$ cat src/rtl/uart_ext.sv
// uart_ext -- full-duplex UART with runtime baud divisor, 5..8 data bits,
// optional even/odd parity, one or two TX stop bits, TX/RX FIFOs, an input
// synchroniser and sticky error flags.
//
// Ports
//   clk, rst (async, active-low)       clock and reset
//   baud_div                           clocks per bit (values below 4 act as 4)
//   parity_en, parity_odd, stop2       frame configuration, sampled at frame start
//   tx_data/tx_valid/tx_ready          core -> TX FIFO (ready = FIFO not full)
//   rx_data/rx_valid/rx_ready          RX FIFO -> core, first-word fall-through
//   tx_level, rx_level                 FIFO occupancies
//   tx_busy                            TX FIFO non-empty or frame in flight
//   par_err, frm_err, ovr_err, err_clr sticky error flags and their clear
//   serial_in, serial_out              board pins, both idle high
module uart_ext #(
    parameter int DATA_BITS   = 8,
    parameter int TX_DEPTH    = 8,
    parameter int RX_DEPTH    = 8,
    parameter int SYNC_STAGES = 2
) (
    input  logic                      clk,
    input  logic                      rst,
    input  logic [15:0]               baud_div,
    input  logic                      parity_en,
    input  logic                      parity_odd,
    input  logic                      stop2,
    input  logic [DATA_BITS-1:0]      tx_data,
    input  logic                      tx_valid,
    output logic                      tx_ready,
    output logic [DATA_BITS-1:0]      rx_data,
    output logic                      rx_valid,
    input  logic                      rx_ready,
    output logic [$clog2(TX_DEPTH):0] tx_level,
    output logic [$clog2(RX_DEPTH):0] rx_level,
    output logic                      tx_busy,
    output logic                      par_err,
    output logic                      frm_err,
    output logic                      ovr_err,
    input  logic                      err_clr,
    input  logic                      serial_in,
    output logic                      serial_out
);

    localparam int TXA = $clog2(TX_DEPTH);
    localparam int RXA = $clog2(RX_DEPTH);
    localparam int BW  = $clog2(DATA_BITS);

    typedef enum logic [2:0] {
        TX_IDLE, TX_START, TX_DATA, TX_PARITY, TX_STOP1, TX_STOP2
    } tx_state_e;

    typedef enum logic [2:0] {
        RX_IDLE, RX_START, RX_DATA, RX_PARITY, RX_STOP, RX_BREAK
    } rx_state_e;

    logic [15:0] div_eff;
    assign div_eff = (baud_div < 16'd4) ? 16'd4 : baud_div;

    // ------------------------------------------------------------------
    // TX FIFO (pointers carry one extra wrap bit to tell full from empty)
    // ------------------------------------------------------------------
    logic [DATA_BITS-1:0] tx_mem_q [TX_DEPTH];
    logic [TXA:0]         tx_wr_q, tx_wr_d, tx_rd_q, tx_rd_d;
    logic                 tx_push, tx_pop, tx_empty, tx_full;
    logic [DATA_BITS-1:0] tx_head;

    assign tx_empty = (tx_wr_q == tx_rd_q);
    assign tx_full  = ({~tx_wr_q[TXA], tx_wr_q[TXA-1:0]} == tx_rd_q);
    assign tx_ready = ~tx_full;
    assign tx_level = tx_wr_q - tx_rd_q;
    assign tx_push  = tx_valid & tx_ready;
    assign tx_head  = tx_mem_q[tx_rd_q[TXA-1:0]];

    // NOTE: FIFO storage has no reset; the pointers alone define which entries are valid.
    always_ff @(posedge clk) begin
        if (tx_push) tx_mem_q[tx_wr_q[TXA-1:0]] <= tx_data;
    end

    // ------------------------------------------------------------------
    // TX frame FSM
    // ------------------------------------------------------------------
    tx_state_e            tx_state_q, tx_state_d;
    logic [15:0]          tx_cnt_q, tx_cnt_d, tx_div_q, tx_div_d;
    logic [DATA_BITS-1:0] tx_shift_q, tx_shift_d;
    logic [BW-1:0]        tx_bit_q, tx_bit_d;
    logic                 tx_par_q, tx_par_d, tx_par_en_q, tx_par_en_d;
    logic                 tx_stop2_q, tx_stop2_d, serial_out_q, serial_out_d;
    logic                 tx_tick, tx_done;

    assign tx_tick = (tx_cnt_q == 16'd0);

    always_comb begin
        // NOTE: every variable gets a default first so no path leaves it unassigned (no latches).
        tx_state_d   = tx_state_q;
        tx_cnt_d     = tx_cnt_q;
        tx_div_d     = tx_div_q;
        tx_shift_d   = tx_shift_q;
        tx_bit_d     = tx_bit_q;
        tx_par_d     = tx_par_q;
        tx_par_en_d  = tx_par_en_q;
        tx_stop2_d   = tx_stop2_q;
        serial_out_d = serial_out_q;
        tx_pop       = 1'b0;
        tx_done      = 1'b0;

        if (tx_state_q != TX_IDLE && !tx_tick) tx_cnt_d = tx_cnt_q - 16'd1;

        case (tx_state_q)
            TX_START: if (tx_tick) begin
                tx_state_d   = TX_DATA;
                serial_out_d = tx_shift_q[0];
                tx_bit_d     = '0;
                tx_cnt_d     = tx_div_q - 16'd1;
            end
            TX_DATA: if (tx_tick) begin
                tx_cnt_d = tx_div_q - 16'd1;
                if (tx_bit_q == BW'(DATA_BITS - 1)) begin
                    tx_state_d   = tx_par_en_q ? TX_PARITY : TX_STOP1;
                    serial_out_d = tx_par_en_q ? tx_par_q : 1'b1;
                end else begin
                    tx_bit_d     = tx_bit_q + BW'(1);
                    tx_shift_d   = tx_shift_q >> 1;
                    serial_out_d = tx_shift_q[1];
                end
            end
            TX_PARITY: if (tx_tick) begin
                tx_state_d   = TX_STOP1;
                serial_out_d = 1'b1;
                tx_cnt_d     = tx_div_q - 16'd1;
            end
            TX_STOP1: if (tx_tick) begin
                if (tx_stop2_q) begin
                    tx_state_d = TX_STOP2;
                    tx_cnt_d   = tx_div_q - 16'd1;
                end else begin
                    tx_done = 1'b1;
                end
            end
            TX_STOP2: if (tx_tick) tx_done = 1'b1;
            default: ;
        endcase

        // Loading straight out of the last stop bit gives back-to-back frames
        // with no idle gap; configuration is captured here for the whole frame.
        if (tx_state_q == TX_IDLE || tx_done) begin
            if (!tx_empty) begin
                tx_pop       = 1'b1;
                tx_state_d   = TX_START;
                serial_out_d = 1'b0;
                tx_div_d     = div_eff;
                tx_cnt_d     = div_eff - 16'd1;
                tx_shift_d   = tx_head;
                tx_par_d     = (^tx_head) ^ parity_odd;
                tx_par_en_d  = parity_en;
                tx_stop2_d   = stop2;
            end else if (tx_done) begin
                tx_state_d   = TX_IDLE;
                serial_out_d = 1'b1;
            end
        end
    end

    assign tx_wr_d    = tx_wr_q + (TXA + 1)'(tx_push);
    assign tx_rd_d    = tx_rd_q + (TXA + 1)'(tx_pop);
    assign tx_busy    = ~tx_empty | (tx_state_q != TX_IDLE);
    assign serial_out = serial_out_q;

    // ------------------------------------------------------------------
    // RX synchroniser and frame FSM
    // ------------------------------------------------------------------
    logic [SYNC_STAGES-1:0] sync_q, sync_d;
    logic                   rx_s;

    assign sync_d = {sync_q[SYNC_STAGES-2:0], serial_in};
    assign rx_s   = sync_q[SYNC_STAGES-1];

    rx_state_e            rx_state_q, rx_state_d;
    logic [15:0]          rx_cnt_q, rx_cnt_d, rx_div_q, rx_div_d;
    logic [DATA_BITS-1:0] rx_shift_q, rx_shift_d, rx_word_q, rx_word_d;
    logic [BW-1:0]        rx_bit_q, rx_bit_d;
    logic                 rx_acc_q, rx_acc_d, rx_bad_q, rx_bad_d;
    logic                 rx_par_en_q, rx_par_en_d, rx_odd_q, rx_odd_d;
    logic                 push_q, push_d;
    logic                 rx_tick, par_set, frm_set;

    assign rx_tick = (rx_cnt_q == 16'd0);

    always_comb begin
        rx_state_d  = rx_state_q;
        rx_cnt_d    = rx_cnt_q;
        rx_div_d    = rx_div_q;
        rx_shift_d  = rx_shift_q;
        rx_word_d   = rx_word_q;
        rx_bit_d    = rx_bit_q;
        rx_acc_d    = rx_acc_q;
        rx_bad_d    = rx_bad_q;
        rx_par_en_d = rx_par_en_q;
        rx_odd_d    = rx_odd_q;
        push_d      = 1'b0;
        par_set     = 1'b0;
        frm_set     = 1'b0;

        if (rx_state_q != RX_IDLE && rx_state_q != RX_BREAK && !rx_tick)
            rx_cnt_d = rx_cnt_q - 16'd1;

        case (rx_state_q)
            // IDLE is only re-entered with the line high, so a low level here
            // is the falling edge of a start bit.
            RX_IDLE: if (!rx_s) begin
                rx_state_d  = RX_START;
                rx_div_d    = div_eff;
                rx_cnt_d    = (div_eff >> 1) - 16'd1;
                rx_par_en_d = parity_en;
                rx_odd_d    = parity_odd;
            end
            RX_START: if (rx_tick) begin
                if (rx_s) begin
                    rx_state_d = RX_IDLE;
                end else begin
                    rx_state_d = RX_DATA;
                    rx_cnt_d   = rx_div_q - 16'd1;
                    rx_bit_d   = '0;
                    rx_acc_d   = 1'b0;
                    rx_bad_d   = 1'b0;
                end
            end
            RX_DATA: if (rx_tick) begin
                rx_shift_d = {rx_s, rx_shift_q[DATA_BITS-1:1]};
                rx_acc_d   = rx_acc_q ^ rx_s;
                rx_cnt_d   = rx_div_q - 16'd1;
                if (rx_bit_q == BW'(DATA_BITS - 1))
                    rx_state_d = rx_par_en_q ? RX_PARITY : RX_STOP;
                else
                    rx_bit_d = rx_bit_q + BW'(1);
            end
            RX_PARITY: if (rx_tick) begin
                rx_bad_d   = (rx_s != (rx_acc_q ^ rx_odd_q));
                par_set    = rx_bad_d;
                rx_state_d = RX_STOP;
                rx_cnt_d   = rx_div_q - 16'd1;
            end
            RX_STOP: if (rx_tick) begin
                if (!rx_s) begin
                    frm_set    = 1'b1;
                    rx_state_d = RX_BREAK;
                end else begin
                    rx_state_d = RX_IDLE;
                    if (!rx_bad_q) begin
                        push_d    = 1'b1;
                        rx_word_d = rx_shift_q;
                    end
                end
            end
            RX_BREAK: if (rx_s) rx_state_d = RX_IDLE;
            default: ;
        endcase
    end

    // ------------------------------------------------------------------
    // RX FIFO, first-word fall-through
    // ------------------------------------------------------------------
    logic [DATA_BITS-1:0] rx_mem_q [RX_DEPTH];
    logic [RXA:0]         rx_wr_q, rx_wr_d, rx_rd_q, rx_rd_d;
    logic                 rx_empty, rx_full, rx_pop, rx_wr_en, ovr_set;

    assign rx_empty = (rx_wr_q == rx_rd_q);
    assign rx_full  = ({~rx_wr_q[RXA], rx_wr_q[RXA-1:0]} == rx_rd_q);
    assign rx_valid = ~rx_empty;
    assign rx_level = rx_wr_q - rx_rd_q;
    assign rx_pop   = rx_valid & rx_ready;
    // A pop in the same cycle frees the slot, so a full FIFO still accepts.
    assign rx_wr_en = push_q & (~rx_full | rx_pop);
    assign ovr_set  = push_q & rx_full & ~rx_pop;
    assign rx_wr_d  = rx_wr_q + (RXA + 1)'(rx_wr_en);
    assign rx_rd_d  = rx_rd_q + (RXA + 1)'(rx_pop);
    assign rx_data  = rx_valid ? rx_mem_q[rx_rd_q[RXA-1:0]] : '0;

    always_ff @(posedge clk) begin
        if (rx_wr_en) rx_mem_q[rx_wr_q[RXA-1:0]] <= rx_word_q;
    end

    // Sticky flags: a set in the same cycle as err_clr wins.
    logic par_err_q, par_err_d, frm_err_q, frm_err_d, ovr_err_q, ovr_err_d;

    assign par_err_d = par_set | (par_err_q & ~err_clr);
    assign frm_err_d = frm_set | (frm_err_q & ~err_clr);
    assign ovr_err_d = ovr_set | (ovr_err_q & ~err_clr);
    assign par_err   = par_err_q;
    assign frm_err   = frm_err_q;
    assign ovr_err   = ovr_err_q;

    // ------------------------------------------------------------------
    // State registers
    // ------------------------------------------------------------------
    // NOTE: non-blocking assignments so every flop samples pre-edge values regardless of order.
    always_ff @(posedge clk or negedge rst) begin
        if (!rst) begin
            tx_wr_q      <= '0;
            tx_rd_q      <= '0;
            tx_state_q   <= TX_IDLE;
            tx_cnt_q     <= '0;
            tx_div_q     <= 16'd4;
            tx_shift_q   <= '0;
            tx_bit_q     <= '0;
            tx_par_q     <= 1'b0;
            tx_par_en_q  <= 1'b0;
            tx_stop2_q   <= 1'b0;
            serial_out_q <= 1'b1;
            sync_q       <= '1;
            rx_state_q   <= RX_IDLE;
            rx_cnt_q     <= '0;
            rx_div_q     <= 16'd4;
            rx_shift_q   <= '0;
            rx_word_q    <= '0;
            rx_bit_q     <= '0;
            rx_acc_q     <= 1'b0;
            rx_bad_q     <= 1'b0;
            rx_par_en_q  <= 1'b0;
            rx_odd_q     <= 1'b0;
            push_q       <= 1'b0;
            rx_wr_q      <= '0;
            rx_rd_q      <= '0;
            par_err_q    <= 1'b0;
            frm_err_q    <= 1'b0;
            ovr_err_q    <= 1'b0;
        end else begin
            tx_wr_q      <= tx_wr_d;
            tx_rd_q      <= tx_rd_d;
            tx_state_q   <= tx_state_d;
            tx_cnt_q     <= tx_cnt_d;
            tx_div_q     <= tx_div_d;
            tx_shift_q   <= tx_shift_d;
            tx_bit_q     <= tx_bit_d;
            tx_par_q     <= tx_par_d;
            tx_par_en_q  <= tx_par_en_d;
            tx_stop2_q   <= tx_stop2_d;
            serial_out_q <= serial_out_d;
            sync_q       <= sync_d;
            rx_state_q   <= rx_state_d;
            rx_cnt_q     <= rx_cnt_d;
            rx_div_q     <= rx_div_d;
            rx_shift_q   <= rx_shift_d;
            rx_word_q    <= rx_word_d;
            rx_bit_q     <= rx_bit_d;
            rx_acc_q     <= rx_acc_d;
            rx_bad_q     <= rx_bad_d;
            rx_par_en_q  <= rx_par_en_d;
            rx_odd_q     <= rx_odd_d;
            push_q       <= push_d;
            rx_wr_q      <= rx_wr_d;
            rx_rd_q      <= rx_rd_d;
            par_err_q    <= par_err_d;
            frm_err_q    <= frm_err_d;
            ovr_err_q    <= ovr_err_d;
        end
    end

endmodule

$ cat config.mk
export PLATFORM = sky130hd
export DESIGN_NAME = uart_ext
export DESIGN_NICKNAME = d
export VERILOG_FILES = /design/src/rtl/uart_ext.sv
export SDC_FILE = /design/constraint.sdc
export NUM_CORES = 1
export LEC_CHECK = 0
export CORE_AREA = 2 2 143 145
export DETAILED_ROUTE_END_ITERATION = 7
export DIE_AREA = 0 0 145 147
export PLACE_DENSITY = 0.83
export SLEW_MARGIN = 10
export SYNTH_ARGS = -nofsm -noshare
export SYNTH_HDL_FRONTEND = slang
export SYNTH_SLANG_ARGS = --single-unit
$ cat constraint.sdc
create_clock -name clk -period 5.95 [get_ports clk]
set_clock_uncertainty 0.05 [all_clocks]
set_input_delay 1.19 -clock clk [delete_from_list [all_inputs] [get_ports clk]]
set_output_delay 1.19 -clock clk [all_outputs]
set_load 0.01 [all_outputs]
# == Word-level counts from Yosys, hierarchy flattened ==
# Memories as Yosys holds them, arrays and structs flattened.
# Cells that the tools add are included.
# classes
reduce_logical,28
multipliers,0
add_sub_neg,14
n_div,0
n_mux,85
n_bitwise,26
eq_ne,30
n_shift,0
magnitude_cmp,1
# ops
cell,count
$mux W16,12
$sub A16 B1 Y16 const B,5
$mux W3,26
$mux W8,6
$pmux W16 S3,1
$logic_not A16 Y1,2
$pmux W16 S2,1
$mux W1,30
$ne A2 B2 Y1 const B,12
$eq A3 B3 Y1 const B,6
$pmux W3 S6,1
$add A4 B1 Y4,4
$eq A4 B4 Y1,4
$lt A16 B3 Y1 const B,1
$reduce_and A4 Y1,4
$sub A15 B1 Y16 const B,1
$eq A3 B2 Y1 const B,4
$pmux W3 S2,2
$pmux W3 S4,1
$not A1 Y1,10
$and A1 B1 Y1,8
$reduce_and A8 Y1,1
$reduce_xor A8 Y1,1
$sub A4 B4 Y4,2
other kinds (20),39
# totals
mem_bits_rw,128
register_bits,130
mem_count,2
latchBits,0
word_cells,214
romBits,0
# mem_list
name,depth,word_bits,rd,rd_clocked_by_memory_dff,write_ports,line_no,source
rx_mem_q,8,8,1,0,1,262,logic [DATA_BITS-1:0] rx_mem_q [RX_DEPTH];
tx_mem_q,8,8,1,0,1,62,logic [DATA_BITS-1:0] tx_mem_q [TX_DEPTH];

# == Longest topological paths before layout ==
# Gate-level depths: netlist of run 1.
# logic_depth
ltp_word,9
mapped_depth,13
mapped_depth_nobuf,11

# == Worst setup path before layout of run 1 ==
# No wires, ideal clock.
# synth_timing
path_kind,in2reg
startpoint,input baud_div[9]
endpoint,register tx_cnt_q[11]
required_ps,5759
setup_slack_ps,1851
arrival_time_ps,3907
cell_stages,13
path_cell_list,clkbuf_1 > or3_1 > clkbuf_1 > nor3_2 > nand3_1 > nand2_1 > ha_1 > nor2b_1 > nand3_1 > or3_1 > o21ai_0 > o311a_1 > a31oi_1
# synth_via
elab_chain_len,5
# synth_rtl
item,line_no,source
"start, declared",23,"input logic [15:0] baud_div,"
$lt A16 B3 Y1,57,assign div_eff = (baud_div < 16'd4) ? 16'd4 : baud_div;
$mux W16 (*),57,
$sub A16 B1 Y16 (*),151,tx_cnt_d = div_eff - 16'd1;
$mux W16 (*),146,if (!tx_empty) begin
$mux W16 (*),145,if (tx_state_q == TX_IDLE || tx_done) begin
net tx_cnt_d[11],83,"logic [15:0] tx_cnt_q, tx_cnt_d, tx_div_q, tx_div_d;"
"end signal, assigned",330,tx_cnt_q <= tx_cnt_d;
"end, declared",83,
# The timed path passes the listed nets; every way through them passes the cells marked *.
# A chain may end at the register's enable or synchronous reset.

# == Worst setup path after layout of run 1 ==
# Ends and elaborated chain as after synthesis.

==> summary.md, run 1 <==
Gates resized during post-CTS repair numbered 0. By startpoint and endpoint, the worst setup path is classified as in -> reg. The insertion delay of the later-clocked pin in the worst-skew pair is 0.53 ns. In this run, synthesis inferred 128 flip-flops with an integrated enable. For the count of distinct cell types in the synthesized netlist, the log shows 70. For the final routed database, the setup TNS stands at 0 ns.

In the final layout, the share of cells above drive strength 1 is 11.1%. The via count of the routed design is 8,271, and the wire length of the first global-routing pass is 42,600 um. Data arrives at the worst endpoint at 4.83 ns.

In this run the standard cell core region covers 19,800 sq um. The run gives 0.222 GHz as the timing-limited maximum frequency. Summing the areas of all xor and xnor instances in the mapped netlist gives 6.86% of the synthesized area. The run gives 0.971 ns as the post-placement setup slack. The cts-stage hold buffer count was 0; the largest fanout on the critical path was 10.

The cell count after synthesis came out at 1,058. The synthesized netlist occupies a cell area of 12,600 sq um. Share of synthesized area spent on multiplexers: 9.58%. The run finished with clean final reports.

The type of the tightest min-delay check was reg -> reg. Primary flip-flop cell chosen by synthesis mapping: sky130_fd_sc_hd__edfxtp_1. The signal on the critical path passes through clkdlybuf4s50_1 > or3_1 > nor3_2 > nand3_1 > nand2_1 > ha_1 > nor2b_1 > nand3_1 > or3_1 > o21ai_0 > o311a_1 > a31oi_1. Measured along the y axis, the die boundary spans 147 um.

The number of non-filler instances in the completed layout is 1,391. After detailed routing, the number of vias per cell comes to 5.95. In this run the count of I/O pins placed on the die edge is 56. The synthesized flop and latch total came out at 258. After layout, the worst path uses 75.7% of the clock period.

TritonCTS built the clock tree. For the number of endpoints with negative hold slack in the final report, the log shows 0. The slew at the pin closest to its max-slew limit is 1.18 ns. In this run the tightest slew margin relative to its limit is 20.6%. Worst setup margin: 1.45 ns.

The logs give 470 for the DRC violation total after the first TritonRoute iteration and 1,161 for the final-stage net count. The tools report the type of element launching the critical path as a primary input. The simple logic cell fraction of the synthesized area is 14.0%, and the core occupancy in the finished layout is 71.6%. The run gives 1 as the number of levels in the clock H-tree. Setup repair after global routing left no endpoint under its margin. Entering global routing, the biggest net connects 87 pins. The pre-antenna-repair detailed-routing pass consisted of 6 iterations. The floorplan step set the die width to 145 um. The final weighted congestion in routability-driven placement is 0.917. After detailed routing, the number of remaining DRC violations is 0.

The clock net in this run drives a total of 258 sinks. Summed over all layers, the global routing overflow is 0. The sequential element share of the synthesized area was 56.4%; the post-synthesis compound-gate area fraction was 7.56%. The largest stage delay on the critical path was 0.56 ns; the count of warnings emitted by yosys was 0. In this run the tool buffered the top-level ports with 55 buffer cells. The clock-pin transition on the worst setup and hold timing paths was 0.07 ns; the post-route antenna net violation count was 0. Summed over all layers, the routed wires come to 25,700 um. Kind of cell with the highest combined delay on the critical path: simple AND/OR/NAND/NOR gates.

For this configuration, the core starts out at a cell density of 63.4%. Buffers added to address setup during post-CTS repair amount to 0. The tools report the initial antenna violation count as 0. After layout, the minimum clock period comes to 4.50 ns. The post-placement cell count is 1,341, and the post-synth net total is 1,119. In this run the core area contains 52 standard-cell rows. For the worst setup path, the data required time is 6.28 ns.

Relative to the synthesized area, the layout overhead comes to 12.8%. The leakage power of the design was 5.51 nW; the fraction of registers with async set/reset was 50.4%. The tools report the number of global-route vias before repair as 8,417. For the final number of setup-violating endpoints, the log shows 0.

STA classifies the critical path endpoint as a flip-flop. The tree is rooted in a sky130_fd_sc_hd__clkbuf_16. The worst IR drop on VDD is 0.277 mV.

Cell with the biggest individual delay on the critical path: sky130_fd_sc_hd__clkdlybuf4s50_1. After legalization and detailed placement, the total HPWL measured 17,600 um. The logs give 24.8% for the global-route usage over all layers and 6.63 mW for the overall power.

The number of buffers and inverters on the critical path works out to 1. In the final routed layout, each cell accounts on average for 18.5 um. The power per cell area is 467 nW/um^2. The repair_antennas step left the layout with diodes totalling 0.

Buffers inserted during clock tree synthesis total 27. The floorplan step defined a die boundary enclosing 21,300 sq um. By area, the combinational part of the netlist is dominated by simple AND/OR/NAND/NOR gates.

Max-cap violations in this run came to 0. Arithmetic-cell share of the synthesized area counting full adders, half adders and majority gates: 2.90%. The number of max-slew violations in the final report was 0; the mean instance size in the synthesized netlist was 11.9 sq um. No sink is reached through more buffers than the 3 on the longest clock path.
==> cells in the mapped netlist (all sizes together), types with 3 or more instances <==
cell | instances | area, sq um
buf | 12 | 65.1
edfxtp | 128 | 3840
a31oi | 5 | 31.3
a211oi | 8 | 60.1
nor2b | 10 | 62.6
xnor2 | 59 | 517
nor4 | 17 | 121
dfstp | 5 | 131
ha | 26 | 325
clkbuf | 37 | 139
o211ai | 7 | 52.6
nand3b | 4 | 30.0
mux4 | 32 | 721
or3 | 12 | 75.1
mux2 | 20 | 225
nor3 | 36 | 185
xor2 | 37 | 324
o31ai | 4 | 30.0
and2 | 3 | 18.8
o41ai | 3 | 26.3
dfrtp | 125 | 3130
a21o | 5 | 37.5
a22oi | 5 | 37.5
nand4b | 3 | 26.3
nand2 | 170 | 641
inv | 35 | 131
nor2 | 58 | 218
a21oi | 35 | 175
nand2b | 7 | 43.8
nand4 | 5 | 31.3
o22ai | 6 | 43.8
o21ai | 37 | 185
mux2i | 26 | 260
nand3 | 19 | 95.1
o221ai | 10 | 113
or4 | 13 | 105
==> power breakdown <==
part / internal, mW / switching, mW / leakage (nW)
clock network: 0.941 / 0.690 / 0.422
logic: 1.13 / 1.13 / 2.27
registers: 2.26 / 0.479 / 2.82
total: 4.34 / 2.29 / 5.51
==> final cells by class <==
class / instances / area [sq um]
sequential: 258 / 7100
fill: 1329 / 5640
multi-input combinational: 715 / 5150
clock buffer: 36 / 751
timing repair buffer: 62 / 604
tap: 270 / 338
inverter: 36 / 135
clock inverter: 14 / 124
==> flip-flops by register name, indices dropped and copies added (netlist names), 8 cells and up <==
name / cells
tx_mem_q: 64
rx_cnt_q: 16
rx_div_q: 16
tx_div_q: 16
tx_cnt_q: 16
rx_word_q: 8
rx_shift_q: 8
tx_shift_q: 8
rx_mem_q: 64
==> worst paths after layout <==
path                                         from                 endpoint  slack [ns]  cells after the start
min in group asynchronous                     rst  rx_bit_q[1]$_DFFE_PN0P_        0.67                      1
max reg2reg                tx_cnt_q[12]$_DFF_PN0_     tx_rd_q[3]$_DFF_PN0_        2.07                      8
min                           sync_q[0]$_DFF_PN1_      sync_q[1]$_DFF_PN1_        0.31                      0
max                                   baud_div[9]   tx_cnt_q[11]$_DFF_PN0_        1.45                     12
min reg2reg                   sync_q[0]$_DFF_PN1_      sync_q[1]$_DFF_PN1_        0.31                      0
max in group asynchronous                     rst    tx_cnt_q[9]$_DFF_PN0_        4.09                      2
==> kinds of logic after synthesis <==
logic type / Yosys count
AND/OR/NAND/NOR: 369
flip-flops: 258
AO/OA/AOI/OAI: 143
XOR/XNOR: 97
buffers and inverters: 85
multiplexers: 78
adder cells (fa/ha/maj): 28
==> worst reg2reg max path, delay by kind of cell, from the launching register on <==
family                   cells  cell delay (ns)
AND/OR/NAND/NOR              4             1.95
flip-flops                   1             0.42
buffers and inverters        1             0.55
adder cells (fa/ha/maj)      1             0.30
AO/OA/AOI/OAI                1             0.33
XOR/XNOR                     1             0.18
==> layer usage <==
layer | part of all wire (%) | track usage [%] | routed length [um]
met5 | 0 | 0 | 0
met4 | 1.8 | 6.88 | 464
met3 | 4.2 | 3.45 | 1080
met2 | 52 | 42.9 | 13300
met1 | 42 | 33.3 | 10900
==> placed cells by master (no fill, tap or decap), drive strengths merged, types with 8 or more instances in the layout <==
cell type / n
a211oi: 8
a21oi: 35
buf: 8
clkbuf: 36
clkdlybuf4s50: 54
clkinv: 8
dfrtp: 125
edfxtp: 128
ha: 26
inv: 39
mux2: 20
mux2i: 26
mux4: 32
nand2: 170
nand3: 19
nor2: 58
nor2b: 10
nor3: 36
nor4: 17
o21ai: 37
o221ai: 10
or3: 12
or4: 13
xnor2: 59
xor2: 37
==> through the flow <==
step	area (sq um)	hold WS [ns]
6_report	14200	0.312
3_5_place_dp	13300	0.298
4_1_cts	14200	0.312
3_3_place_gp	13300	0.298
5_1_grt	14200	0.316
2_1_floorplan	12600	0.295
(Power assumes the default switching activity.)
==> run 2, diff against run 1 <==
--- a/config.mk
+++ b/config.mk
@@ -5,10 +5,10 @@
 export SDC_FILE = /design/constraint.sdc
 export NUM_CORES = 1
 export LEC_CHECK = 0
-export CORE_AREA = 2 2 143 145
+export CORE_AREA = 2 2 155 157
 export DETAILED_ROUTE_END_ITERATION = 7
-export DIE_AREA = 0 0 145 147
-export PLACE_DENSITY = 0.83
+export DIE_AREA = 0 0 157 159
+export PLACE_DENSITY = 0.75
 export SLEW_MARGIN = 10
 export SYNTH_ARGS = -nofsm -noshare
 export SYNTH_HDL_FRONTEND = slang
==> constraint.sdc (replaced) <==
create_clock -name clk -period 4 [get_ports clk]
set_clock_uncertainty 0.05 [all_clocks]
set_input_delay 0.8 -clock clk [delete_from_list [all_inputs] [get_ports clk]]
set_output_delay 0.8 -clock clk [all_outputs]
set_load 0.01 [all_outputs]
==> run 2 against run 1 <==
Register-to-register slack got worse by 1.4 ns; core utilization fell by 9.1 points; power rose by 49%; clock-buffer cell count fell by 6; combinational power rose by 58%; via count rose by 1.0%; final cell count rose by 6.0%; non-clock buffer count rose by 35; routed wire length rose by 3.9%; critical path depth fell by 7; largest cell class unchanged.
==> summary.md, run 2 (synthesis gave the netlist of run 1 again) <==
The tools report the post-route antenna net violation count as 0. Final-stage net count: 1,197. The share of total power in the clock network is 23.8%, and the number of antenna cells inserted is 0. TritonCTS built the clock tree. The count of cells in the finished layout, fillers not included, comes to 1,475. Measured along the x axis, the die boundary spans 157 um. Dividing the detail-routed via count by the number of cells gives 5.66.

The timing-limited maximum frequency was 0.265 GHz; the insertion delay of the later-clocked pin in the worst-skew pair was 0.53 ns. For the final routed database, the setup TNS stands at 0 ns. Max-cap violations in this run came to 0.

Hold timing on the final database bottoms out at a slack of 0.271 ns. The number of global-route vias before repair is 8,191, and the net switching component of the power is 3.45 mW. The post-route fraction of the period consumed by the critical path was 94.2%.

The flow ran to the end, and the final reports show no timing, DRC or antenna violations. The number of levels in the clock H-tree was 1. The endpoint kind of the worst setup timing path was an output port. The slew at the pin closest to its max-slew limit was 0.957 ns; the minimum clock period was 3.77 ns. The number of endpoints with negative hold slack in the final report is 0, and the final non-filler cell area is 14,500 sq um. Wire length on met2: 12,700 um. In this run the tightest slew margin relative to its limit is 36.0%.

In this run the standard cell core region covers 23,200 sq um. Fill cells in the final layout number 1,830. The number of max-slew violations in the final report was 0; the post-placement cell count was 1,425. The first routing iteration left 836 violations.

The congestion estimate from routability-driven global placement came to 0.880. The leakage power of the design was 5.69 nW; the initial antenna violation count was 0. The via count of the routed design came out at 8,355. In this run the clock root is driven by a sky130_fd_sc_hd__clkbuf_16.

Detailed-placement wirelength estimate: 17,900 um. In this run, flip-flops and latches consume 40.2% of the power. Most common cell after layout, fill and taps aside: sky130_fd_sc_hd__nand2_1. Setup violations remaining at the end of the flow were counted as 0. The routed wire length on met3 is 1250 um. The switching part of the total power is 35.0%, and the internal power consumption is 6.42 mW. The number of buffers on the longest clock path is 3, and the clock-pin transition on the worst setup and hold timing paths is 0.06 ns.

Before antenna repair, the detailed router went through 6 iterations. The logs give 12,400 um for the routed length on met1 and 0 for the cts-stage hold buffer count. The tools report the post-placement setup slack as 0.155 ns. Count of input and output buffers: 55. The setup path with the least slack is of type reg -> out. After layout, the worst setup slack is 0.232 ns.

The worst-case IR drop observed on VDD is 0.607 mV. The global-route usage over all layers was 21.9%. Uppermost signal routing layer after detailed routing: met4. The logs give 0 for the overflow left after global routing and 25,000 sq um for the area enclosed by the die boundary.

The type of element launching the critical path is a flip-flop. The height of the die is 159 um. Entering global routing, the biggest net connects 99 pins.

Once the floorplan was initialized, standard cells occupied 54.3% of the core. The path class of the tightest hold or removal check is in -> async. Relative to the synthesized area, the layout overhead comes to 15.1%. Dividing the detail-routed wire length by the instance count gives 18.1 um. The run gives 26,700 um as the total detailed-routing wirelength. The worst endpoint data arrival time came out at 2.92 ns.

At the worst endpoint, the required time is 3.15 ns. The first global-routing pass estimated 43,800 um of wire. After detailed routing, the number of remaining DRC violations is 0.

The logs give 0 for the post-cts gate resize count and 0 for the number of buffers inserted to repair setup after CTS. The standard cell area after detailed placement is 13,700 sq um, and the fraction of layout cells with a size suffix above 1 is 13.9%. For this design the ratio of total power to cell area is 681 nW/um^2.

Combinational logic is responsible for 36.1% of the overall power. CTS saw 258 sinks. Setup repair after global routing left no endpoint under its margin. In this run the count of I/O pins placed on the die edge is 56. The top cell types in the final layout, fill and taps aside, are sky130_fd_sc_hd__nand2_1 (169), sky130_fd_sc_hd__edfxtp_1 (128), sky130_fd_sc_hd__dfrtp_1 (125).

After floorplanning, the core was divided into 56 placement rows. The largest fanout on the critical path is 11. The number of clock buffers added by TritonCTS is 28.
-- run 2: cell count changes in the layout (fill, tap and decap cells not counted), sizes merged --
cell	previous run	this run
clkinv	8	17
buf	8	43
clkinvlp	2	4
inv	39	35
clkbuf	36	30
bufinv	1	0
-- run 2: final timing paths --
check                                      start                       end  slack, ns  cells after the start
setup / recovery            rx_rd_q[2]$_DFF_PN0_                rx_data[5]       0.23                      5
hold / removal                               rst  rx_div_q[11]$_DFFE_PN0P_       0.27                      1
setup reg to reg           rx_cnt_q[5]$_DFF_PN0_     rx_cnt_q[1]$_DFF_PN0_       0.68                      6
hold reg to reg              sync_q[0]$_DFF_PN1_       sync_q[1]$_DFF_PN1_       0.31                      0
max in group asynchronous                    rst      serial_out$_DFF_PN1_       2.63                      2
min in group clk             sync_q[0]$_DFF_PN1_       sync_q[1]$_DFF_PN1_       0.31                      0
-- run 2: power groups by stage --
stage / Clock (mW) / Sequential [mW] / Combinational, mW
6_report: 2.35 / 3.96 / 3.56
5_1_grt: 2.51 / 4.05 / 3.96
4_1_cts: 2.39 / 3.95 / 3.60
3_5_place_dp: 0 / 3.99 / 3.58
3_3_place_gp: 0 / 3.97 / 3.51
2_1_floorplan: 0 / 3.78 / 2.64
-- run 2: critical path: stages, from the launching register on --
cell	delay, ns
sky130_fd_sc_hd__dfrtp_1	0.63
sky130_fd_sc_hd__clkinv_1	0.22
sky130_fd_sc_hd__ha_1	0.37
sky130_fd_sc_hd__and4_1	0.35
sky130_fd_sc_hd__a21oi_1	0.24
sky130_fd_sc_hd__clkdlybuf4s50_1	0.58
-- run 2: final cells by class --
cell class              count  area (sq um)  area share, %
clock inverters            20           108          0.743
inverters                  36           135          0.933
multi-input cells         715          5150           35.5
flip-flops and latches    258          7100           49.0
repair buffers             97           867           5.98
clock buffers              30           729           5.03
well taps                 319           399           2.75
-- run 2: per-layer routing --
layer | vias to the layer above | global-route usage, %
li1 | 3997 | -
met1 | 4129 | 33.0
met2 | 203 | 34.7
met3 | 26 | 2.83
met4 | 0 | 3.88
met5 | - | 0
-- run 2: per-stage QoR --
stage               power, mW  util, %
floorplan                6.42        -
global placement         7.48     58.9
detailed placement       7.57     58.9
CTS                      9.94     62.5
global route             10.5     62.5
finish                   9.87     62.5
==> run 3, diff against run 2 <==
--- a/config.mk
+++ b/config.mk
@@ -5,10 +5,10 @@
 export SDC_FILE = /design/constraint.sdc
 export NUM_CORES = 1
 export LEC_CHECK = 0
-export CORE_AREA = 2 2 155 157
+export CORE_AREA = 2 2 147 149
 export DETAILED_ROUTE_END_ITERATION = 7
-export DIE_AREA = 0 0 157 159
-export PLACE_DENSITY = 0.75
+export DIE_AREA = 0 0 149 151
+export PLACE_DENSITY = 0.79
 export SLEW_MARGIN = 10
 export SYNTH_ARGS = -nofsm -noshare
 export SYNTH_HDL_FRONTEND = slang
==> constraint.sdc (replaced) <==
create_clock -name clk -period 4.05 [get_ports clk]
set_clock_uncertainty 0.05 [all_clocks]
set_input_delay 0.81 -clock clk [delete_from_list [all_inputs] [get_ports clk]]
set_output_delay 0.81 -clock clk [all_outputs]
set_load 0.01 [all_outputs]
==> run 3 against run 2 <==
Clock power grew 5%; clock-buffer cell count grew 7; via count grew 0.32%; cell area shrank 0.45%; global-route usage grew 2.7 points; combinational power shrank 2%; critical endpoint is now rx_data[2].
==> summary.md, run 3 (synthesis gave the netlist of run 1 again) <==
The detail route stage leaves a number of antenna-violating nets equal to 0. In the global route stage, overall resource usage came out at 24.6%. The normalized max-slew margin was 32.9%; the number of max-slew violations in the final report was 0.

The overall power is 9.85 mW. The number of buffers on the longest clock path was 3; the fraction of layout cells with a size suffix above 1 was 13.2%. TritonCTS built the clock tree. The tools report the endpoint kind of the worst setup timing path as an output port. The data required time of the critical path was 3.19 ns; the total number of placement rows was 53. For the total I/O pin count, the log shows 56.

The number of detailed-routing iterations run before antenna repair is 5. Kind of cell with the highest combined delay on the critical path: buffers and inverters. The switching part of the total power was 34.2%. The first global-routing pass estimated 43,700 um of wire. The slowest stage of the critical path belongs to the cell sky130_fd_sc_hd__dfrtp_1. The number of endpoints with negative hold slack in the final report is 0. The post-route fraction of the period consumed by the critical path is 94.1%. The net switching component of the power was 3.37 mW.

The tools report the end of the worst register-to-register path as rx_word_q[5]$_DFFE_PN0P_. The startpoint identified for the worst hold timing path is sync_q[0]$_DFF_PN1_. TritonCTS created 27 clock buffers. The die covers 22,500 sq um.

The leakage power of the design was 5.67 nW. The clock-pin transition on the worst setup and hold timing paths is 0.06 ns. In the layout the commonest cells are sky130_fd_sc_hd__nand2_1 (169), sky130_fd_sc_hd__edfxtp_1 (128), sky130_fd_sc_hd__dfrtp_1 (125).

Timing would allow up to 0.262 GHz. Worst hold-check slack: 0.308 ns. Cell count of the worst hold path: 0.

Adding up every negative setup slack in the final design gives 0 ns. Including well taps, the total number of placed cells is 1,373. The largest stage delay on the critical path works out to 0.58 ns. In this run the critical register-to-register path is launched from rx_cnt_q[5]$_DFF_PN0_. The worst setup path is launched from a flip-flop. The run finished with clean final reports. The number of buffers and inverters on the critical path was 2.

The setup path with the least slack is of type reg -> out. The power per cell area is 683 nW/um^2. The clock reaches the later pin of the worst-skew pair after 0.54 ns. The logs give 0.239 ns for the worst setup margin and 0.396 mV for the worst IR drop on VDD.

The tools report the initial antenna violation count as 0. For the number of global-route vias before repair, the log shows 8,271. The internal power of the cells totals 6.48 mW.

The via density per instance came out at 5.89. Core area: 20,800 sq um. For this run the aggregate overflow at the end of global routing stands at 0.

The number of logic stages on the critical path including buffering was 5. After clock tree synthesis, the flow added hold-fix buffers numbering 0. Detailed placement finished with a half-perimeter wire length of 18,200 um. Final weighted congestion in routability-driven placement: 0.882. Walking the worst path, the cells encountered are clkinv_1 > ha_1 > and4_1 > a21oi_1 > clkdlybuf4s50_1. Wires add up to 26,600 um.

At the placement stage, the worst setup path has a slack of 0.257 ns. The net count of the finished layout is 1,188. The number of buffers inserted to repair setup after CTS was 0; the reg-to-reg setup timing slack was 0.74 ns. The tightest min-delay check is of the reg -> reg type.

Data on the critical path arrives at its endpoint at 2.95 ns. The repair_antennas step left the layout with diodes totalling 0. The cell sitting at the root of the clock tree is a sky130_fd_sc_hd__clkbuf_16.

Entering global routing, the biggest net connects 109 pins. For the pin with the worst max-slew slack, the measured transition is 1.01 ns. The post-route DRC violation count came out at 0. Setup violations remaining at the end of the flow were counted as 0.

The share of total power in the clock network came out at 24.9%. For the number of maximum-capacitance violations, the log shows 0. Setup repair after global routing left no endpoint under its margin.

The minimum clock period is 3.81 ns. For hold timing, the worst endpoint is sync_q[1]$_DFF_PN1_. The area growth from synthesis to layout is 14.6%. The run gives 626 as the DRC violation total after the first TritonRoute iteration. Largest fanout on the critical path: 11.

The tools report the via count of the routed design as 8,382. The number of levels in the clock H-tree is 1. The TritonCTS sink count is 258, and the initial cell density of the core is 60.5%. Leaving out filler cells and counting taps, the final layout contains 1,423. Sequential cells burn 39.6% of the power. The width of the die is 149 um. The share of power burned in combinational logic was 35.5%; the wire length per cell after detailed routing was 18.7 um.

Buffers placed on the I/O ports in this run total 55. The number of cell instances on the worst register-to-register path was 6. The library cell used most frequently in the layout, excluding fill and tap cells, is sky130_fd_sc_hd__nand2_1. The floorplan step set the die height to 151 um. Post-cts gate resize count: 0.
## run 3: how the worst max path moves through the flow
stage | end | slack, ns | from
final | rx_data[2] | 0.24 | rx_rd_q[2]$_DFF_PN0_
after global routing | rx_data[2] | 0.04 | rx_rd_q[2]$_DFF_PN0_
after global placement | tx_cnt_q[11]$_DFF_PN0_ | 0.32 | baud_div[5]
after CTS | rx_data[2] | 0.20 | rx_rd_q[2]$_DFF_PN0_
after floorplan | tx_cnt_q[11]$_DFF_PN0_ | 0.33 | baud_div[9]
after detailed placement | tx_cnt_q[11]$_DFF_PN0_ | 0.26 | baud_div[9]
## run 3: metal layers
metal | vias up | GRT usage, % | part of all wire (%)
met5 | - | 0 | 0
met4 | 0 | 6.90 | 2.5
met3 | 51 | 2.95 | 4.4
met2 | 224 | 42.3 | 50
met1 | 4122 | 33.5 | 43
li1 | 3985 | - | -
## run 3: cell type report
type / count / area [sq um]
well taps: 275 / 344
clock buffers: 37 / 764
inverters: 36 / 135
multi-input cells: 715 / 5150
fillers: 1500 / 6400
clock inverters: 13 / 123
repair buffers: 89 / 807
flip-flops and latches: 258 / 7100
## run 3: power by group through the flow
| stage | sequential, mW | clock (mW) | combinational [mW] |
|---|---|---|---|
| after CTS | 3.89 | 2.50 | 3.53 |
| after global routing | 4.00 | 2.61 | 3.89 |
| after floorplan | 3.74 | 0 | 2.61 |
| after global placement | 3.91 | 0 | 3.39 |
| final | 3.90 | 2.46 | 3.49 |
| after detailed placement | 3.93 | 0 | 3.50 |
## run 3: metrics by stage
step	instance area (sq um)	util, %
after global routing	14400	69.3
final	14400	69.3
after CTS	14400	69.3
after global placement	13500	65.0
after floorplan	12600	-
after detailed placement	13500	65.0
